===== src/rtl/cordic_pkg.sv =====
// Shared definitions for blocks that front the iterative CORDIC core.
// Holds core geometry, the arbiter state encoding and a width helper.
package cordic_pkg;

  localparam int CORDIC_W = 16;
  localparam int CORE_LAT = 16;

  typedef enum logic [1:0] {
    IDLE,
    LAUNCH,
    WAIT,
    RESP
  } state_t;

  // Index width for n items; never below 1 so a 1-bit pointer still exists.
  function automatic int clog2(input int n);
    int r;
    r = 0;
    while ((1 << r) < n) r++;
    return (r < 1) ? 1 : r;
  endfunction

endpackage


===== src/rtl/cordic_arbiter_if.sv =====
// Requester-side bus of the CORDIC arbiter: angle requests in, results out.
interface cordic_arbiter_if
  import cordic_pkg::*;
#(
  parameter int NREQ = 4,
  parameter int W    = CORDIC_W
) ();
  logic [NREQ-1:0]        req;
  logic [NREQ-1:0][W-1:0] req_z;
  logic [NREQ-1:0]        gnt;
  logic [NREQ-1:0]        rsp_valid;
  logic [NREQ-1:0]        rsp_ready;
  logic [W-1:0]           rsp_x;
  logic [W-1:0]           rsp_y;
  logic                   rsp_err;

  modport master (
    output req, req_z, rsp_ready,
    input  gnt, rsp_valid, rsp_x, rsp_y, rsp_err
  );

  modport slave (
    input  req, req_z, rsp_ready,
    output gnt, rsp_valid, rsp_x, rsp_y, rsp_err
  );
endinterface


===== src/rtl/rr_picker.sv =====
// Combinational round-robin picker: first set request after 'last', wrapping.
// Produces both one-hot and binary forms of the winner.
module rr_picker
  import cordic_pkg::*;
#(
  parameter int NREQ = 4,
  parameter int IW   = clog2(NREQ)
) (
  input  logic [NREQ-1:0] req,
  input  logic [IW-1:0]   last,
  output logic [NREQ-1:0] gnt,
  output logic [IW-1:0]   idx
);

  logic [IW-1:0] j;

  // Scan from farthest to nearest so the nearest candidate after 'last' is written last.
  always_comb begin
    gnt = '0;
    idx = '0;
    j   = '0;
    for (int k = NREQ; k >= 1; k--) begin
      j = IW'((int'(last) + k) % NREQ);
      if (req[j]) begin
        gnt    = '0;
        gnt[j] = 1'b1;
        idx    = j;
      end
    end
  end

endmodule


===== src/rtl/cordic_arbiter.sv =====
// Time-shares one iterative CORDIC core between NREQ requesters, round-robin,
// with a watchdog that turns a hung core into an error response.
module cordic_arbiter
  import cordic_pkg::*;
#(
  parameter int NREQ    = 4,
  parameter int W       = CORDIC_W,
  parameter int TIMEOUT = 64
) (
  input  logic         clk,
  input  logic         rst,
  cordic_arbiter_if.slave rq,
  output logic         core_en,
  output logic [W-1:0] core_z,
  input  logic         core_done,
  input  logic [W-1:0] core_x,
  input  logic [W-1:0] core_y,
  output logic         busy,
  output logic         timeout_err
);

  localparam int IW = clog2(NREQ);
  localparam int CW = clog2(TIMEOUT);

  state_t          state;
  logic [IW-1:0]   idx, last, pick_idx;
  logic [NREQ-1:0] sel, pick_oh;
  logic [CW-1:0]   cnt;
  logic [NREQ-1:0] gnt, rsp_valid;
  logic [W-1:0]    rsp_x, rsp_y;
  logic            rsp_err;

  rr_picker #(.NREQ(NREQ), .IW(IW)) u_pick (
    .req  (rq.req),
    .last (last),
    .gnt  (pick_oh),
    .idx  (pick_idx)
  );

  assign rq.gnt       = gnt;
  assign rq.rsp_valid = rsp_valid;
  assign rq.rsp_x     = rsp_x;
  assign rq.rsp_y     = rsp_y;
  assign rq.rsp_err   = rsp_err;

  always_ff @(posedge clk or posedge rst) begin
    if (rst) begin
      state       <= IDLE;
      idx         <= '0;
      sel         <= '0;
      last        <= IW'(NREQ - 1);
      cnt         <= '0;
      gnt         <= '0;
      rsp_valid   <= '0;
      rsp_x       <= '0;
      rsp_y       <= '0;
      rsp_err     <= 1'b0;
      core_en     <= 1'b0;
      core_z      <= '0;
      busy        <= 1'b0;
      timeout_err <= 1'b0;
    end else begin
      gnt     <= '0;
      core_en <= 1'b0;
      case (state)
        IDLE: if (|rq.req) begin
          // The angle goes straight into core_z so it is valid during the launch cycle.
          idx     <= pick_idx;
          sel     <= pick_oh;
          core_z  <= rq.req_z[pick_idx];
          gnt     <= pick_oh;
          core_en <= 1'b1;
          busy    <= 1'b1;
          state   <= LAUNCH;
        end
        LAUNCH: begin
          cnt   <= '0;
          state <= WAIT;
        end
        WAIT: begin
          if (core_done) begin
            rsp_x     <= core_x;
            rsp_y     <= core_y;
            rsp_err   <= 1'b0;
            rsp_valid <= sel;
            state     <= RESP;
          end else if (cnt == CW'(TIMEOUT - 1)) begin
            rsp_x       <= '0;
            rsp_y       <= '0;
            rsp_err     <= 1'b1;
            timeout_err <= 1'b1;
            rsp_valid   <= sel;
            state       <= RESP;
          end else begin
            cnt <= cnt + 1'b1;
          end
        end
        RESP: if (rq.rsp_ready[idx]) begin
          last      <= idx;
          rsp_valid <= '0;
          busy      <= 1'b0;
          state     <= IDLE;
        end
        default: state <= IDLE;
      endcase
    end
  end

endmodule


===== src/flat_wrapper.sv =====
// flat-port wrapper written by rule: the top's interface ports become plain ports
module cordic_arbiter_flat import cordic_pkg::*;
#(
  parameter int NREQ    = 4,
  parameter int W       = CORDIC_W,
  parameter int TIMEOUT = 64
)
  (clk, rst, core_en, core_z, core_done, core_x, core_y, busy, timeout_err, rq_req, rq_req_z, rq_rsp_ready, rq_gnt, rq_rsp_valid, rq_rsp_x, rq_rsp_y, rq_rsp_err);
  cordic_arbiter_if #(.NREQ(NREQ), .W(W)) rq_i ();
  input  logic clk;
  input  logic rst;
  output logic core_en;
  output logic [W-1:0] core_z;
  input  logic core_done;
  input  logic [W-1:0] core_x;
  input  logic [W-1:0] core_y;
  output logic busy;
  output logic timeout_err;
  input wire logic [$bits(rq_i.req)-1:0] rq_req;
  input wire logic [$bits(rq_i.req_z)-1:0] rq_req_z;
  input wire logic [$bits(rq_i.rsp_ready)-1:0] rq_rsp_ready;
  output wire logic [$bits(rq_i.gnt)-1:0] rq_gnt;
  output wire logic [$bits(rq_i.rsp_valid)-1:0] rq_rsp_valid;
  output wire logic [$bits(rq_i.rsp_x)-1:0] rq_rsp_x;
  output wire logic [$bits(rq_i.rsp_y)-1:0] rq_rsp_y;
  output wire logic [$bits(rq_i.rsp_err)-1:0] rq_rsp_err;
  assign rq_i.req = rq_req;
  assign rq_i.req_z = rq_req_z;
  assign rq_i.rsp_ready = rq_rsp_ready;
  assign rq_gnt = rq_i.gnt;
  assign rq_rsp_valid = rq_i.rsp_valid;
  assign rq_rsp_x = rq_i.rsp_x;
  assign rq_rsp_y = rq_i.rsp_y;
  assign rq_rsp_err = rq_i.rsp_err;
  cordic_arbiter #(.NREQ(NREQ), .W(W), .TIMEOUT(TIMEOUT)) u_core (.clk(clk), .rst(rst), .rq(rq_i), .core_en(core_en), .core_z(core_z), .core_done(core_done), .core_x(core_x), .core_y(core_y), .busy(busy), .timeout_err(timeout_err));
endmodule

===== config.mk =====
export PLATFORM = sky130hd
export DESIGN_NAME = cordic_arbiter_flat
export DESIGN_NICKNAME = d
export VERILOG_FILES = /design/src/rtl/cordic_pkg.sv /design/src/rtl/cordic_arbiter_if.sv /design/src/rtl/rr_picker.sv /design/src/rtl/cordic_arbiter.sv /design/src/flat_wrapper.sv
export SDC_FILE = /design/constraint.sdc
export NUM_CORES = 1
export LEC_CHECK = 0
export ABC_AREA = 1
export ABC_CLOCK_PERIOD_IN_PS = 3600
export CAP_MARGIN = 20
export CORE_UTILIZATION = 35
export CTS_CLUSTER_SIZE = 28
export DETAILED_ROUTE_END_ITERATION = 10
export GPL_TIMING_DRIVEN = 0
export PLACE_DENSITY = 0.69
export RECOVER_POWER = 50
export SKIP_CTS_REPAIR_TIMING = 1
export SYNTH_ARGS = -nofsm -noshare
export SYNTH_HDL_FRONTEND = slang
export SYNTH_SLANG_ARGS = --single-unit

===== constraint.sdc =====
create_clock -name clk -period 3.6 [get_ports clk]
set_input_delay 0.72 -clock clk [delete_from_list [all_inputs] [get_ports clk]]
set_output_delay 0.72 -clock clk [all_outputs]
set_load 0.1 [all_outputs]

# [Yosys cells after proc, flatten, opt, wreduce, memory -nomap -nowiden]
# Cells that the tools add are included.
# W data, S select, Z words.
[word_totals] regBits=76 latch_bits=0 ram_bits=0 romBits=0 inputBits=107 word_cells=109 memories=0
[classes] addsub=5 multipliers=0 div=0 order_cmp=10 n_eq_ne=9 n_shift=0 muxes=52 n_bitwise=1 reduce_logical=18
[op_table] operator="$mux W16" count=4
[op_table] operator="$mux W4" count=9
[op_table] operator="$bmux W16 S2" count=1
[op_table] operator="$lt A2 B3 Y1 const B" count=6
[op_table] operator="$mux W2" count=8
[op_table] operator="$mux W1" count=15
[op_table] operator="$reduce_and A3 Y1" count=5
[op_table] operator="$mux W6" count=2
[op_table] operator="$pmux W6 S2" count=1
[op_table] operator="$bmux W1 S2" count=5
[op_table] operator="$demux W1 S2" count=4
[op_table] operator="$ge A2 B1 Y1 const B" count=4
[op_table] operator="$pmux W2 S4" count=1
[op_table] operator="$pmux W4 S2" count=1
[op_table] operator="$reduce_bool A2 Y1" count=4
[op_table] operator="$add A6 B1 Y6 const B" count=1
[op_table] operator="$eq A6 B6 Y1 const B" count=1
[op_table] operator="$reduce_and A2 Y1" count=3
[op_table] operator="$add A2 B1 Y2 const B" count=2
[op_table] operator="$add A2 B2 Y2 const B" count=2
[op_table] operator="$eq A2 B2 Y1 const B" count=2
[op_table] operator="$logic_and A1 B1 Y1" count=4
[op_table] operator="$ne A2 B1 Y1 const B" count=2
[op_table] operator="$ne A2 B2 Y1 const B" count=2
[op_table] operator="other kinds (6)" count=6

# [Longest topological paths before layout]
# Gate-level depths: netlist of the first run.
[depth] word_depth=11 mapped_depth=15 mapped_depth_nobuf=14

# [Cells and area by module]
# Synthesis of the first run repeated with hierarchy kept, for this count alone.
[hier_totals] cells_unflattened=542 area_unflattened_um2=4184.0
[by_module_without_submodules] module="cordic_arbiter" n_inst=1 cells_each=456 area_each_um2=3747.3 seq_area_each_um2=1904.3
[by_module_without_submodules] module="rr_picker" n_inst=1 cells_each=86 area_each_um2=436.7 seq_area_each_um2=0.0

# [Least setup slack after synthesis of the first run]
# Ideal clock, no wire load.
[synth_path] path_type="register -> register" startpoint="register u_core.last[0]" endpoint="register u_core.core_z[7]" t_arrival_ns=2.134 t_required_ns=3.480 setup_slack_ns=1.346 path_stages_with_launch=16 synth_period_minus_slack_ns=2.254 cell_sequence="dfstp_2 inv_2 ha_1 inv_2 nand3_1 nand2_2 nand2_1 nand2_1 nand2_2 nand2_4 buf_2 nand2_1 nand3_1 nand2_1 nand2_1 nand2_1"
[synth_between] elab_chain_len=9 elab_cells_between_ends=18 cone_classes="add/sub: 4; mux: 14"
[synth_lines] element="from (decl)" line="cordic_arbiter.sv:26" rtl="logic [IW-1:0] idx, last, pick_idx;"
[synth_lines] element="from (signal assigned)" line="cordic_arbiter.sv:51" rtl="last <= IW'(NREQ - 1);"
[synth_lines] element="from (signal assigned)" line="cordic_arbiter.sv:99" rtl="last <= idx;"
[synth_lines] element="$add A2 B1 Y2" line="rr_picker.sv:23" rtl="j = IW'((int'(last) + k) % NREQ);"
[synth_lines] element="$bmux W1 S2" line="rr_picker.sv:24" rtl="if (req[j]) begin"
[synth_lines] element="$mux W1 (not written as such)" line="rr_picker.sv:24"
[synth_lines] element="$mux W2 (3 in series)" line="rr_picker.sv:24"
[synth_lines] element="$mux W2 *" line="rr_picker.sv:24"
[synth_lines] element="$bmux W16 S2 *" line="cordic_arbiter.sv:70" rtl="core_z <= rq.req_z[pick_idx];"
[synth_lines] element="$mux W16 (not written as such) *" line="cordic_arbiter.sv:70"
[synth_lines] element="to (signal assigned)" line="cordic_arbiter.sv:70"
[synth_lines] element="to (decl)" line="cordic_arbiter.sv:14" rtl="output logic [W-1:0] core_z,"
# Every way passes the cells marked *; elsewhere a longest branch is shown, timed or not. The select of a mux whose other input is x is not followed.
# A chain may end at the register's enable or synchronous reset.

==> reports/metrics.cfg, run 1 <==
[floorplanning]
fp.coreArea_sq_um=11470
top_level_ports=167
starting_density_pct=36.17
core.rowCount=39
die_area_sq_um=12290
die_extent_in_x_um=110.9
die_height_um=110.9

[sta]
final_hold_viol_count=0
final-max-slew-violation-count=63
share_of_the_clock_period_used_by_the_worst_path_after_layout_pct=76.54
timing.final.crit_period_ns=2.756
maxSlewHeadroom_pct=-2.377
skew_ns=0.005612
fin_worst_hold_slack_ns=0.4584
fmax_ghz=0.3629
grt_setup_unrepaired=no
worst_pin_slew_ns=1.536
setup_viol=0
final.setup.tns_ns=0

[worst_setup_path]
peak_per_stage_delay_on_the_critical_path_ns=1.20
timing.critical_path.required_ns=3.76
path_delay_family=buffers and inverters
startpoint_type=input pin
worst-path-max-fanout=62
critical_path_start_end_classification=input pin to async pin
crit_path_top_delay_cell=clkbuf_2
path_cells=dlygate4sd3_1 > clkinvlp_2 > clkbuf_2
critical_path_arrival_ns=2.92
number_of_buffer_and_inverter_stages_on_the_critical_path=3
endpoint_class_of_the_critical_path=async pin

[global_routing]
global_route.overflow_total=0
first_global_vias=4031
grt_use_met1_pct=25.07
grt_antenna_before_repair=0
grt_util_met3_pct=4.210
grt_util_all_layers_pct=19.21
global_route_wire_length_before_repair_um=19150
global_route.usage.met2_pct=31.22
global_route.peak_usage_layer=met2
grt_max_degree=63

[cells_and_area]
count_of_non_filler_cells_in_the_finished_layout=858
layout-area-overhead-vs-synth_pct=52.67
final.fill_count=1044
multi_input_comb_area_sq_um=1759
nNetsFinal=829
layout.area.seq_sq_um=1904
diodes=0
drive_above_1_share_pct=6.434

[drt]
drt.antenna.violating_nets=0
per_cell_via_count_in_the_routed_design=4.797
drt_pass1_iterations=5
detail_routed_net_length_per_standard_cell_um=13.41
route.detailed.drc=0
wl_um=11510
detail_route.iter0.violations=282
vias=4116

[synth]
synth_cell_types=32
yosys_most_used_dff=dfrtp_1
synthTopCellsByArea=dfrtp_1 45%, nand2_1 14%, nand3_1 9.0%
syn_avg_cell_area_sq_um=7.796
count_of_flip_flops_with_a_built_in_enable_after_synthesis=0
synth_area_sq_um=4148
synth_warnings=0
post_synth_most_frequent_cells=150 x nand2_1, 91 x inv_1, 75 x nand3_1
yosys_register_bits=76
post-synth-top-area-fraction_pct=44.65
ys_seq_area_share_pct=45.91
synthCells=532
synth_most_common_cell=nand2_1
synth_largest_area_cell=dfrtp_1
asyncSetResetFlopFracSynth_pct=100.0
postSynthNetCount=651

[min_path]
holdCritPathClass=flop to flop

[placement]
gpl.final_weighted_congestion=0.8638
place.detailed.hpwl_um=8863
dp.cells=842
io_buffer_count=166

[clocking]
clock_sink_count=76
clock_tree.root_cell=clkbuf_16
ctsLongestPathBuffers=2
clock_tree_from_tritoncts=built
tritoncts.num_buffers=9
cts_htree_levels=3
worst_setup_hold_path_clk_slew_ns=0.06
clock_latency_ns=0.33

[status]
violations=max-capacitance violations, max-slew violations
outcome=complete, but fails checks

[job]
max_cap_viol_count=1

-- cell type report --
class,count,area share [%]
clock inverter,7,1.818
tap,143,2.826
buffer,21,1.976
inverter,95,5.651
clock buffer,9,3.557
multi-input combinational,340,27.78
sequential,76,30.07
timing repair buffer,167,26.32
-- cell families (layout without fill, tap and decap cells) --
| logic type | count (synthesis) | after routing | share of synthesized area, % |
|---|---|---|---|
| adders and majority gates | 12 | 12 | 3.620 |
| and+or+nand+nor | 259 | 259 | 26.85 |
| buffers and inverters | 116 | 299 | 11.67 |
| AOI/OAI and AO/OA | 68 | 68 | 11.73 |
| DFF | 76 | 76 | 45.91 |
| xor gates and xnor gates | 1 | 1 | 0.2112 |
-- sequential cells by signal, indices dropped and copies added, names as in the netlist, 2 cells and up --
register             cells
u_core.cnt               6
u_core.idx               2
u_core.state             2
u_core.core_z           16
u_core.sel               4
u_core.rq.gnt            4
u_core.rq.rsp_x         16
u_core.rq.rsp_valid      4
u_core.rq.rsp_y         16
u_core.last              2
-- final timing paths --
check | start | to | slack, ns | cells after the start
min in group asynchronous | rst | u_core.rq.rsp_x[1]$_DFFE_PP0P_ | 0.89 | 2
setup / recovery | rst | u_core.core_z[6]$_DFFE_PP0P_ | 0.84 | 3
hold / removal | u_core.timeout_err$_DFFE_PP0P_ | u_core.timeout_err$_DFFE_PP0P_ | 0.46 | 2
hold reg to reg | u_core.timeout_err$_DFFE_PP0P_ | u_core.timeout_err$_DFFE_PP0P_ | 0.46 | 2
max in group clk | u_core.last[0]$_DFFE_PP1P_ | u_core.core_z[3]$_DFFE_PP0P_ | 0.91 | 15
setup reg to reg | u_core.last[0]$_DFFE_PP1P_ | u_core.core_z[3]$_DFFE_PP0P_ | 0.91 | 15
-- layer usage --
layer | vias up | share of wire [%]
met5 | - | 0
met4 | 0 | 1.6
met3 | 10 | 6.5
met2 | 172 | 46
met1 | 1878 | 46
li1 | 2056 | -
-- worst min-delay path, cell delays in order, from the launching register on --
cell and delay (ns):
dfrtp_1 0.33, inv_1 0.04, nand2_1 0.05
-- cells in the final DEF (no fill, tap or decap), types with 3 or more instances in the layout --
master           instances
a22o_1                  33
buf_6                    4
o211ai_1                 3
nand2_2                  6
dfrtp_1                 74
dlygate4sd3_1            3
o21ai_0                 18
nor2_1                  17
inv_1                   90
clkdlybuf4s50_1        163
nand3_1                 75
bufinv_16                3
nor3_1                   3
buf_4                    3
clkbuf_1                 9
inv_2                    4
buf_2                    4
a21oi_1                  6
ha_1                    12
nand2_1                150
clkbuf_16                9
-- stage by stage --
stage | util [%] | setup slack, ns | cell area (sq um)
2_1_floorplan | - | 0.9450 | 4148
3_3_place_gp | 52.22 | -0.2653 | 5988
3_5_place_dp | 52.48 | 0.8657 | 6018
4_1_cts | 55.45 | 0.9333 | 6359
5_1_grt | 55.22 | 0.4345 | 6332
6_report | 55.22 | 0.8444 | 6332
Power of run 1 is not shown: default switching activity piles up to over one toggle a cycle in this logic, so the estimate is an artifact.
==> inputs of run 2 (changes only) <==
Settings changed: ABC_CLOCK_PERIOD_IN_PS 3600 to 2600.
Clock period 3.6 ns to 2.6 ns, I/O delays scaled along.
==> run 2 against run 1 <==
  * The flow now finishes without violations
  * First-iteration DRC count down 2.8%
  * Sequential cell count unchanged
  * Global-route usage unchanged
  * Setup slack worse by 0.72 ns
  * Via count up 0.83%
  * Hold slack about the same
  * Cell area up 1.3%
  * Clock skew about the same
  * Utilization up 0.72 points
  * Die area unchanged
  * Sequential share of layout area down 0.39 points
==> reports/metrics.cfg, run 2 (synthesized netlist as in run 1, its figures left out) <==
[min_path]
holdCritPathClass=flop to flop  ; unchanged
min_delay_path_depth=2  ; unchanged

[clocking]
ctsLongestPathBuffers=2  ; unchanged
clock_sink_count=76  ; unchanged
worst_setup_hold_path_clk_slew_ns=0.06  ; about the same
clock_tree.root_cell=clkbuf_16  ; unchanged
clock_latency_ns=0.32  ; was 0.33 ns
cts_htree_levels=3  ; unchanged
clock_tree_from_tritoncts=built  ; unchanged
tritoncts.num_buffers=9  ; unchanged

[placement]
gpl.final_weighted_congestion=0.8638  ; unchanged
place.detailed.hpwl_um=8863  ; unchanged
dp.cells=842  ; unchanged
io_buffer_count=166  ; unchanged
place_worst_setup_slack_ns=-0.05928  ; was 0.8657 ns

[worst_setup_path]
critical_path_arrival_ns=2.69  ; was 2.92 ns
critical_path.most_common_cell=nand2_1
timing.critical_path.required_ns=2.81  ; was 3.76 ns
timing.reg2reg.worst_path_depth=13  ; was 15
crit_path_top_delay_cell=dfstp_2  ; was clkbuf_2
worst-path-max-fanout=10  ; was 62
path_cells=clkinvlp_4 > ha_4 > inv_2 > o21ai_2 > and2_1 > nand2_1 > nand2_2 > inv_2 > buf_4 > nand3_1 > nand2_1 > nand2_1 > nand2_1  ; was dlygate4sd3_1 > clkinvlp_2 > clkbuf_2
peak_per_stage_delay_on_the_critical_path_ns=0.57  ; was 1.20 ns
critical_path_start_end_classification=flop to flop  ; was input pin to async pin
startpoint_type=flop  ; was input pin
endpoint_class_of_the_critical_path=flop  ; was async pin

[drt]
drt.antenna.violating_nets=0  ; unchanged
detail_route.iter0.violations=274  ; was 282
vias=4150  ; was 4116
per_cell_via_count_in_the_routed_design=4.798  ; was 4.797
route.detailed.drc=0  ; unchanged
detail_routed_net_length_per_standard_cell_um=13.48  ; was 13.41 um
wl_um=11660  ; was 11510 um
drt_pass1_iterations=5  ; unchanged

[floorplanning]
die_extent_in_x_um=110.9  ; unchanged
die_area_sq_um=12290  ; unchanged
die_height_um=110.9  ; unchanged
fp.coreArea_sq_um=11470  ; unchanged
top_level_ports=167  ; unchanged
core.rowCount=39  ; unchanged
starting_density_pct=36.17  ; unchanged

[global_routing]
grt_max_degree=63  ; unchanged
global_route_wire_length_before_repair_um=19150  ; unchanged
first_global_vias=4031  ; unchanged
grt_util_all_layers_pct=19.21  ; unchanged
grt_antenna_before_repair=0  ; unchanged
global_route.overflow_total=0  ; unchanged

[sta]
final-max-slew-violation-count=0  ; was 63
maxSlewHeadroom_pct=31.60  ; was -2.377%
final.setup.tns_ns=0  ; unchanged
share_of_the_clock_period_used_by_the_worst_path_after_layout_pct=95.05
final_hold_viol_count=0  ; unchanged
timing.final.ws_setup_ns=0.1287  ; was 0.8444 ns
skew_ns=0.005280  ; was 0.005612 ns
timing.final.crit_period_ns=2.471
fmax_ghz=0.4046
setup_viol=0  ; unchanged
worst_pin_slew_ns=1.023  ; was 1.536 ns

[cells_and_area]
count_of_non_filler_cells_in_the_finished_layout=865  ; was 858
nNetsFinal=836  ; was 829
layout.cells.most_common=clkdlybuf4s50_1  ; unchanged
reg.largest.list=u_core.core_z x16, u_core.rq.rsp_x x16, u_core.rq.rsp_y x16  ; unchanged
drive_above_1_share_pct=7.895  ; was 6.434%
diodes=0  ; unchanged
layout.cells.most_common_list=163 x clkdlybuf4s50_1, 150 x nand2_1, 89 x inv_1  ; was 163 x clkdlybuf4s50_1, 150 x nand2_1, 90 x inv_1
layout-area-overhead-vs-synth_pct=54.66  ; was 52.67%

[job]
max_cap_viol_count=0  ; was 1

[status]
outcome=complete, no violations  ; was complete, but fails checks

run 2: area by class of cell:
class	count	area [sq um]
inverters	95	361.6
clock inverters	7	115.1
clock buffers	9	225.2
fillers	1034	5052
repair buffers	174	1722
well taps	143	178.9
plain buffers	21	131.4
multi-input cells	340	1777
flip-flops and latches	76	1904
run 2: through the flow:
step | cell area, sq um | hold WS, ns | utilization (%)
2_1_floorplan | 4148 | 0.4501 | -
3_3_place_gp | 5988 | 0.4480 | 52.22
3_5_place_dp | 6018 | 0.4473 | 52.48
4_1_cts | 6359 | 0.4625 | 55.45
5_1_grt | 6415 | 0.4985 | 55.94
6_report | 6415 | 0.4584 | 55.94
run 2: final timing paths:
kind	slack [ns]	to	startpoint
setup / recovery	0.13	u_core.core_z[4]$_DFFE_PP0P_	u_core.last[1]$_DFFE_PP1P_
hold / removal	0.46	u_core.timeout_err$_DFFE_PP0P_	u_core.timeout_err$_DFFE_PP0P_
setup reg to reg	0.13	u_core.core_z[4]$_DFFE_PP0P_	u_core.last[1]$_DFFE_PP1P_
hold reg to reg	0.46	u_core.timeout_err$_DFFE_PP0P_	u_core.timeout_err$_DFFE_PP0P_
max in group asynchronous	0.64	u_core.core_z[4]$_DFFE_PP0P_	rst
min in group asynchronous	0.70	u_core.rq.rsp_x[1]$_DFFE_PP0P_	rst
run 2: worst max-delay path, delay by kind of cell, from the launching register on:
kind                     cells  cell delay, ns
AO/OA/AOI/OAI                1            0.27
adder cells (fa/ha/maj)      1            0.32
buffers and inverters        4            0.50
flip-flops                   1            0.57
AND/OR/NAND/NOR              7            0.70
run 2: routing by layer:
| layer | wire length, um | track usage [%] |
|---|---|---|
| met5 | 0 | 0 |
| met3 | 763 | 4.210 |
| met2 | 5459 | 31.22 |
| met1 | 5249 | 25.07 |
| met4 | 187 | 7.022 |
Power of run 2 is left out for the same reason.
